### src/rtl/temp_monitor_pkg.sv
// Shared definitions for temp_monitor: state encoding, register offsets,
// threshold reset constants, register field positions and threshold helpers.
// Ports: none (package).
package temp_monitor_pkg;

    typedef enum logic [1:0] {
        ST_IDLE   = 2'd0,
        ST_NORMAL = 2'd1,
        ST_HOT    = 2'd2,
        ST_COLD   = 2'd3
    } state_t;

    // Byte offsets inside the 32-byte register window
    localparam logic [4:0] OFF_STATUS = 5'h00;
    localparam logic [4:0] OFF_CTRL   = 5'h04;
    localparam logic [4:0] OFF_THRESH = 5'h08;
    localparam logic [4:0] OFF_CLEAR  = 5'h0C;
    localparam logic [4:0] OFF_MINMAX = 5'h10;

    // Threshold reset values
    localparam logic [6:0] HI_RST   = 7'd80;
    localparam logic [6:0] LO_RST   = 7'd10;
    localparam logic [2:0] HYST_RST = 3'd2;

    // STATUS fields
    localparam int STAT_AVG_LSB   = 0;
    localparam int STAT_STATE_LSB = 7;
    localparam int STAT_HOT_BIT   = 9;
    localparam int STAT_COLD_BIT  = 10;
    // CTRL fields
    localparam int CTRL_EN_BIT    = 0;
    localparam int CTRL_IRQEN_BIT = 1;
    // THRESH fields
    localparam int TH_HI_LSB      = 0;
    localparam int TH_LO_LSB      = 8;
    localparam int TH_HYST_LSB    = 16;
    // CLEAR fields
    localparam int CLR_HOT_BIT    = 0;
    localparam int CLR_COLD_BIT   = 1;
    localparam int CLR_MINMAX_BIT = 2;
    // MINMAX fields
    localparam int MM_MIN_LSB     = 0;
    localparam int MM_MAX_LSB     = 8;

    // HOT exit level: hi - hyst, floored at 0
    function automatic logic [6:0] hot_exit_th(input logic [6:0] hi, input logic [2:0] hyst);
        return (hi < {4'b0, hyst}) ? 7'd0 : (hi - {4'b0, hyst});
    endfunction

    // COLD exit level: lo + hyst, capped at 127
    function automatic logic [6:0] cold_exit_th(input logic [6:0] lo, input logic [2:0] hyst);
        logic [7:0] s;
        s = {1'b0, lo} + {5'b0, hyst};
        return s[7] ? 7'd127 : s[6:0];
    endfunction

endpackage

### src/rtl/temp_avg.sv
// Block averager: sums 2^AVG_LOG2 valid samples, then emits the truncated mean.
// Ports: clk/reset, enable, i_temp/i_temp_valid in; o_avg (held) and one-cycle o_avg_valid out.
// avg and avg_valid appear one cycle after the final strobe; disable clears the partial sum.
module temp_avg #(
    parameter int AVG_LOG2 = 2
) (
    input  logic       clk,
    input  logic       reset,
    input  logic       enable,
    input  logic [6:0] i_temp,
    input  logic       i_temp_valid,
    output logic [6:0] o_avg,
    output logic       o_avg_valid
);
    localparam int ACC_W = 7 + AVG_LOG2;
    // One extra bit keeps the counter non-zero width when AVG_LOG2 = 0
    localparam int CNT_W = AVG_LOG2 + 1;
    localparam logic [CNT_W-1:0] LAST_CNT = CNT_W'((1 << AVG_LOG2) - 1);

    logic [ACC_W-1:0] acc_q, acc_d, sum;
    logic [CNT_W-1:0] cnt_q, cnt_d;
    logic [6:0]       avg_q, avg_d;
    logic             avg_valid_q, avg_valid_d;

    always_comb begin
        acc_d       = acc_q;
        cnt_d       = cnt_q;
        avg_d       = avg_q;
        avg_valid_d = 1'b0;
        sum         = acc_q + ACC_W'(i_temp);
        if (!enable) begin
            acc_d = '0;
            cnt_d = '0;
        end else if (i_temp_valid) begin
            if (cnt_q == LAST_CNT) begin
                avg_d       = 7'(sum >> AVG_LOG2);
                acc_d       = '0;
                cnt_d       = '0;
                avg_valid_d = 1'b1;
            end else begin
                acc_d = sum;
                cnt_d = cnt_q + CNT_W'(1);
            end
        end
    end

    always_ff @(posedge clk) begin
        if (reset) begin
            acc_q       <= '0;
            cnt_q       <= '0;
            avg_q       <= '0;
            avg_valid_q <= 1'b0;
        end else begin
            acc_q       <= acc_d;
            cnt_q       <= cnt_d;
            avg_q       <= avg_d;
            avg_valid_q <= avg_valid_d;
        end
    end

    assign o_avg       = avg_q;
    assign o_avg_valid = avg_valid_q;

endmodule

### src/rtl/temp_monitor.sv
// Temperature monitor: averaged HOT/COLD hysteresis FSM, sticky flags, IRQ, wishbone regs.
// Ports: clk/reset, i_temp/i_temp_valid sample in, wishbone slave (registered ack/data), o_irq.
// Ack one cycle after an in-window strobe, never stalls; TEMP_MONITOR_MINMAX_EN adds MINMAX reg.
module temp_monitor
    import temp_monitor_pkg::*;
#(
    parameter logic [31:0] BASE_ADDR = 32'h3000_0100,
    parameter int          AVG_LOG2  = 2
) (
    input  logic        clk,
    input  logic        reset,
    input  logic [6:0]  i_temp,
    input  logic        i_temp_valid,
    input  logic        i_wb_cyc,
    input  logic        i_wb_stb,
    input  logic        i_wb_we,
    input  logic [31:0] i_wb_addr,
    input  logic [31:0] i_wb_data,
    output logic        o_wb_ack,
    output logic        o_wb_stall,
    output logic [31:0] o_wb_data,
    output logic        o_irq
);
    logic [6:0] avg;
    logic       avg_valid;

    state_t     state_q, state_d;
    logic       enable_q, enable_d, irq_en_q, irq_en_d;
    logic [6:0] hi_q, hi_d, lo_q, lo_d;
    logic [2:0] hyst_q, hyst_d;
    logic       hot_flag_q, hot_flag_d, cold_flag_q, cold_flag_d;
    logic       irq_q, irq_d, ack_q, ack_d;
    logic [31:0] rdata_q, rdata_d;

    // Subtracting first lets a single unsigned compare reject addresses on both sides
    logic [31:0] wb_rel;
    logic [4:0]  wb_off;
    logic        hit, wr, wr_ctrl, wr_thresh, wr_clear;
    logic        unused_bits;

    assign wb_rel    = i_wb_addr - BASE_ADDR;
    assign wb_off    = wb_rel[4:0];
    assign hit       = i_wb_cyc && i_wb_stb && (wb_rel < 32'd32);
    assign wr        = hit && i_wb_we;
    assign wr_ctrl   = wr && (wb_off[4:2] == OFF_CTRL[4:2]);
    assign wr_thresh = wr && (wb_off[4:2] == OFF_THRESH[4:2]);
    assign wr_clear  = wr && (wb_off[4:2] == OFF_CLEAR[4:2]);
    assign unused_bits = ^{i_wb_data, wb_off[1:0]};

    temp_avg #(.AVG_LOG2(AVG_LOG2)) u_avg (
        .clk          (clk),
        .reset        (reset),
        .enable       (enable_q),
        .i_temp       (i_temp),
        .i_temp_valid (i_temp_valid),
        .o_avg        (avg),
        .o_avg_valid  (avg_valid)
    );

`ifdef TEMP_MONITOR_MINMAX_EN
    logic [6:0] min_q, min_d, max_q, max_d;

    // Re-arm is applied before tracking so a coincident avg becomes the new extreme
    always_comb begin
        min_d = min_q;
        max_d = max_q;
        if (wr_clear && i_wb_data[CLR_MINMAX_BIT]) begin
            min_d = 7'd127;
            max_d = 7'd0;
        end
        if (avg_valid) begin
            if (avg < min_d) min_d = avg;
            if (avg > max_d) max_d = avg;
        end
    end

    always_ff @(posedge clk) begin
        if (reset) begin
            min_q <= 7'd127;
            max_q <= 7'd0;
        end else begin
            min_q <= min_d;
            max_q <= max_d;
        end
    end
`endif

    // FSM, flags and register writes
    always_comb begin
        state_d     = state_q;
        enable_d    = enable_q;
        irq_en_d    = irq_en_q;
        hi_d        = hi_q;
        lo_d        = lo_q;
        hyst_d      = hyst_q;
        hot_flag_d  = hot_flag_q;
        cold_flag_d = cold_flag_q;

        // Hot entry is tested first so a misconfigured lo >= hi resolves to HOT
        if (avg_valid && state_q != ST_IDLE) begin
            if (avg >= hi_q)
                state_d = ST_HOT;
            else if (avg <= lo_q)
                state_d = ST_COLD;
            else if (state_q == ST_HOT && avg < hot_exit_th(hi_q, hyst_q))
                state_d = ST_NORMAL;
            else if (state_q == ST_COLD && avg > cold_exit_th(lo_q, hyst_q))
                state_d = ST_NORMAL;
        end

        // Clear first, then set, so a coincident entry keeps the flag
        if (wr_clear && i_wb_data[CLR_HOT_BIT])  hot_flag_d  = 1'b0;
        if (wr_clear && i_wb_data[CLR_COLD_BIT]) cold_flag_d = 1'b0;
        if (state_d == ST_HOT  && state_q != ST_HOT)  hot_flag_d  = 1'b1;
        if (state_d == ST_COLD && state_q != ST_COLD) cold_flag_d = 1'b1;

        if (wr_ctrl) begin
            enable_d = i_wb_data[CTRL_EN_BIT];
            irq_en_d = i_wb_data[CTRL_IRQEN_BIT];
            if (!i_wb_data[CTRL_EN_BIT])
                state_d = ST_IDLE;
            else if (!enable_q)
                state_d = ST_NORMAL;
        end

        if (wr_thresh) begin
            hi_d   = i_wb_data[TH_HI_LSB +: 7];
            lo_d   = i_wb_data[TH_LO_LSB +: 7];
            hyst_d = i_wb_data[TH_HYST_LSB +: 3];
        end

        irq_d = irq_en_q && (hot_flag_q || cold_flag_q);
    end

    // Bus response; writes and unmapped offsets return 0
    always_comb begin
        ack_d   = hit;
        rdata_d = '0;
        if (hit && !i_wb_we) begin
            case (wb_off[4:2])
                OFF_STATUS[4:2]: begin
                    rdata_d[STAT_AVG_LSB +: 7]   = avg;
                    rdata_d[STAT_STATE_LSB +: 2] = state_q;
                    rdata_d[STAT_HOT_BIT]        = hot_flag_q;
                    rdata_d[STAT_COLD_BIT]       = cold_flag_q;
                end
                OFF_CTRL[4:2]: begin
                    rdata_d[CTRL_EN_BIT]    = enable_q;
                    rdata_d[CTRL_IRQEN_BIT] = irq_en_q;
                end
                OFF_THRESH[4:2]: begin
                    rdata_d[TH_HI_LSB +: 7]   = hi_q;
                    rdata_d[TH_LO_LSB +: 7]   = lo_q;
                    rdata_d[TH_HYST_LSB +: 3] = hyst_q;
                end
`ifdef TEMP_MONITOR_MINMAX_EN
                OFF_MINMAX[4:2]: begin
                    rdata_d[MM_MIN_LSB +: 7] = min_q;
                    rdata_d[MM_MAX_LSB +: 7] = max_q;
                end
`endif
                default: rdata_d = '0;
            endcase
        end
    end

    always_ff @(posedge clk) begin
        if (reset) begin
            state_q     <= ST_IDLE;
            enable_q    <= 1'b0;
            irq_en_q    <= 1'b0;
            hi_q        <= HI_RST;
            lo_q        <= LO_RST;
            hyst_q      <= HYST_RST;
            hot_flag_q  <= 1'b0;
            cold_flag_q <= 1'b0;
            irq_q       <= 1'b0;
            ack_q       <= 1'b0;
            rdata_q     <= '0;
        end else begin
            state_q     <= state_d;
            enable_q    <= enable_d;
            irq_en_q    <= irq_en_d;
            hi_q        <= hi_d;
            lo_q        <= lo_d;
            hyst_q      <= hyst_d;
            hot_flag_q  <= hot_flag_d;
            cold_flag_q <= cold_flag_d;
            irq_q       <= irq_d;
            ack_q       <= ack_d;
            rdata_q     <= rdata_d;
        end
    end

    assign o_wb_ack   = ack_q;
    assign o_wb_stall = 1'b0;
    assign o_wb_data  = rdata_q;
    assign o_irq      = irq_q;

endmodule

### config.mk
export PLATFORM = sky130hd
export DESIGN_NAME = temp_monitor
export DESIGN_NICKNAME = d
export VERILOG_FILES = /design/src/rtl/temp_monitor_pkg.sv /design/src/rtl/temp_avg.sv /design/src/rtl/temp_monitor.sv
export SDC_FILE = /design/constraint.sdc
export NUM_CORES = 1
export LEC_CHECK = 0
export BUFFER_PORTS_ARGS = -buffer_cell sky130_fd_sc_hd__buf_2
export CORE_MARGIN = 4
export CORE_UTILIZATION = 40
export CTS_CLUSTER_DIAMETER = 150
export DETAILED_ROUTE_END_ITERATION = 16
export GPL_TIMING_DRIVEN = 0
export PLACE_DENSITY = 0.7
export SLEW_MARGIN = 20
export SYNTH_ARGS = -nofsm -noshare
export SYNTH_HDL_FRONTEND = slang
export SYNTH_SLANG_ARGS = --single-unit
### constraint.sdc
create_clock -name clk -period 3.7 [get_ports clk]
set_input_delay 0.37 -clock clk [delete_from_list [all_inputs] [get_ports clk]]
set_output_delay 0.37 -clock clk [all_outputs]
set_load 0.01 [all_outputs]
==> impl_metrics.csv <==
group,metric,value,unit
status,status,"complete, no violations",
cts,cts_resized,0,
global_routing,use_met2,29.1,%
sta,rsz0062_at_grt,"false",
global_routing,antenna_found_initial,0,
finish,fill_cells,907,
cts,root_buffer,"clkbuf_8",
sta,hold_viol,0,
finish,drive_above_1_share,22.5,%
power_and_ir_drop,p_leak,0.00208,uW
global_routing,grt_pass1_wl,15.9,mm
sta,setup_tns,0,ns
logic_synthesis,synth_async_sr_flop_share,0,%
worst_hold_path,hold_depth,3,
logic_synthesis,yosys_warnings,0,
placement,globalplace.congestion,0.849,
setup_path,cp-end-kind,"flip-flop",
sta,fin_crit,3.27,ns
floorplanning,die_area,11200,um2
setup_path,arrival,3.51,ns
route,drt_pass1_iterations,4,
sta,final-max-slew-violation-count,0,
setup_path,cp_cell_sequence,"ha_1, inv_1, fa_1, a211oi_1, a21oi_1, a31oi_1, ha_1, nand4_1, a211o_1, o2111ai_1, a221o_1, o32ai_1",
logic_synthesis,yosys.area_share.simple,22.2,%
logic_synthesis,ys_seq_area_share,33.0,%
route,avgViaCountPerCell,5.10,
cts,clk_path_buf_depth,2,
power_and_ir_drop,total_power,1520,uW
sta,worst_slack,0.431,ns
global_routing,grt_util_met1,22.0,%
logic_synthesis,synth_compound_gate_area_share,17.5,%
global_routing,grt-ovfl-total,0,
finish,fin_util,50.3,%
cts,numCtsBuffers,9,
global_routing,grt_max_degree,12,
setup_path,cpMostUsedCell,"ha_1",
setup_path,required,3.94,ns
floorplanning,fp.dieW,106,um
route,antenna_left,0,
cts,cts.clk_slew.worst_paths,0.07,ns
cts,cts_hold_buf,0,
logic_synthesis,netlist_area,3820,um2
route,dr.first_iter.drc_count,130,
floorplanning,die_h,106,um
logic_synthesis,synth_flop_cell,"dfxtp_1",
floorplanning,num_rows,35,
setup_path,cpPeakStageDelay,0.43,ns
setup_path,crit_path_top_delay_cell,"dfxtp_1",
placement,hpwl,7.57,mm
power_and_ir_drop,power_density,325,nW/um2
logic_synthesis,synthMuxAreaShare,2.09,%
route,wl_per_cell,14.0,um
logic_synthesis,synth_top_family_by_area,"simple AND/OR/NAND/NOR gates",
finish,finalNetCount,671,
cts,worstSkewPairLatency,0.35,ns
route,routed-via-count,3490,
logic_synthesis,ys_seq_elements,63,
route,drc,0,
global_routing,grtUsageMet3,4.59,%
sta,skew,0.0101,ns
worst_hold_path,hp-class,"in -> reg",
sta,max_freq,306,MHz
placement,pre_cts_ws,0.459,ns
global_routing,grt_usage,17.4,%
global_routing,grt_pass1_vias,3400,
cts,cts_tree,"yes",
floorplanning,ios,112,
finish,area_delta_synth_final,22.1,%
setup_path,crit_type,"reg -> reg",
logic_synthesis,syn_inst,448,
logic_synthesis,syn_avg_cell_area,8.54,um2
cts,numClockSinks,63,
cts,h-tree-depth,3,
logic_synthesis,synth_edf_count,0,
logic_synthesis,synth_xor_area_share,2.29,%
sta,finalSetupViolCount,0,
floorplanning,core,9280,um2
logic_synthesis,synth_cell_types,64,
sta,relSlewSlack,48.8,%
sta,finalCritPeriodShare,88.4,%
setup_path,start_kind,"flip-flop",
power_and_ir_drop,vdd_drop_max,0.239,mV
route,finalWirelength,9.60,mm
finish,diodes,0,
cts,postCtsSetupRepairBufs,0,
sta,tightest_slew,0.767,ns
floorplanning,start_util,41.2,%
job,drv_cap,0,
setup_path,rr_worst_depth,12,
logic_synthesis,synth_fa_ha_area_share,15.0,%
setup_path,crit_fanout,4,
global_routing,busiest_layer,"met2",
placement,port_buffers,77,
## cell usage in the layout, fill, tap and decap left out, types with 5 or more instances in the layout
master	count
a22o_1	8
mux2i_1	8
buf_4	16
clkbuf_8	10
nand4_1	5
a22oi_1	5
nor2_1	44
dfxtp_1	63
buf_2	78
xnor2_1	8
nor2b_1	7
nor3_1	12
o21bai_1	5
conb_1	15
nor4_1	9
a211oi_1	9
nand2b_1	5
a21oi_1	32
inv_1	27
nand3_1	9
clkbuf_1	9
o21ai_0	15
nand2_1	46
ha_1	41
## per-stage QoR
stage,area (um2),hold slack (ns),instances
2_1_floorplan,3880,0.449,462
3_3_place_gp,4420,0.464,668
3_5_place_dp,4420,0.478,668
4_1_cts,4670,0.257,684
5_1_grt,4670,0.265,684
6_report,4670,0.258,684
## worst paths after layout
check / startpoint / endpoint / slack (ns)
worst max-delay path: hyst_q[0] / cold_flag_q / 0.43
worst min register to register: lo_q[6] / lo_q[6] / 0.49
worst min-delay path: i_wb_data[14] / lo_q[6] / 0.26
worst max register to register: hyst_q[0] / cold_flag_q / 0.43
## sequential cells by signal, summed over array words and instances, names as in the netlist
signal             count
u_avg.cnt_q            3
hi_q                   7
hyst_q                 3
o_irq                  1
u_avg.o_avg            7
u_avg.acc_q            9
hot_flag_q             1
irq_en_q               1
u_avg.o_avg_valid      1
state_q                2
enable_q               1
lo_q                   7
o_wb_ack               1
cold_flag_q            1
o_wb_data             18
## worst max-delay path, delay by kind of cell (launching register included)
family,cells,cell delay (ns)
AO/OA/AOI/OAI,7,1.71
adder cells (fa/ha/maj),3,0.88
buffers and inverters,1,0.05
flip-flops,1,0.43
AND/OR/NAND/NOR,1,0.08
## cells by family after synthesis
| kind of cell | after synthesis |
|---|---|
| fa+ha+maj | 44 |
| xor+xnor | 10 |
| flops | 63 |
| compound gates | 102 |
| buf+inv | 56 |
| other cells | 1 |
| mux | 8 |
| simple gates | 164 |
## cells in the mapped netlist, drive strengths merged (2+ instances only)
library cell | count | share of area [%]
dfxtp | 63 | 33
nand2 | 48 | 4.8
nor2 | 46 | 4.8
ha | 41 | 13
a21oi | 33 | 4.4
inv | 27 | 2.6
buf | 20 | 4.3
o21ai | 15 | 2.0
nor3 | 13 | 2.0
nand3 | 10 | 1.4
nor4 | 10 | 2.0
a211oi | 9 | 1.8
a22o | 8 | 1.8
clkbuf | 8 | 0.79
mux2i | 8 | 2.1
xnor2 | 8 | 1.8
nor2b | 7 | 1.1
a22oi | 5 | 0.98
nand2b | 5 | 0.82
nand4 | 5 | 0.82
o21bai | 5 | 0.98
a21o | 4 | 0.79
nor3b | 4 | 0.79
a31oi | 3 | 0.49
fa | 3 | 1.6
nor4b | 3 | 1.2
o22ai | 3 | 0.49
or2 | 3 | 0.49
a211o | 2 | 0.46
and2 | 2 | 0.33
nand3b | 2 | 0.39
nand4b | 2 | 0.46
o31ai | 2 | 0.39
or3 | 2 | 0.33
xor2 | 2 | 0.46
## where the power goes
| part | leakage [uW] | switching, uW | total, uW | internal (uW) |
|---|---|---|---|---|
| sequential | 0.000507 | 0.0000000563 | 678 | 678 |
| clock | 0.000116 | 277 | 743 | 466 |
| combinational | 0.00146 | 50.4 | 97.0 | 46.6 |
| total | 0.00208 | 327 | 1520 | 1190 |
## layout make-up
cell class                      instances  area [um2]  share of cell area (%)
Inverter                               28         105                    2.25
Buffer                                 28         193                    4.13
Sequential cell                        63        1260                    27.0
Clock inverter                          5         105                    2.25
Tap cell                              129         161                    3.46
Timing Repair Buffer                   77         385                    8.25
Clock buffer                           11         141                    3.03
Multi-Input combinational cell        343        2320                    49.6
## routing by layer
| metal | vias up | wire length [um] |
|---|---|---|
| met5 | - | 0 |
| met4 | 0 | 174 |
| met3 | 15 | 759 |
| met2 | 131 | 4560 |
| met1 | 1570 | 4110 |
| li1 | 1774 | - |
Note: power is estimated with default switching activity, not from simulation.
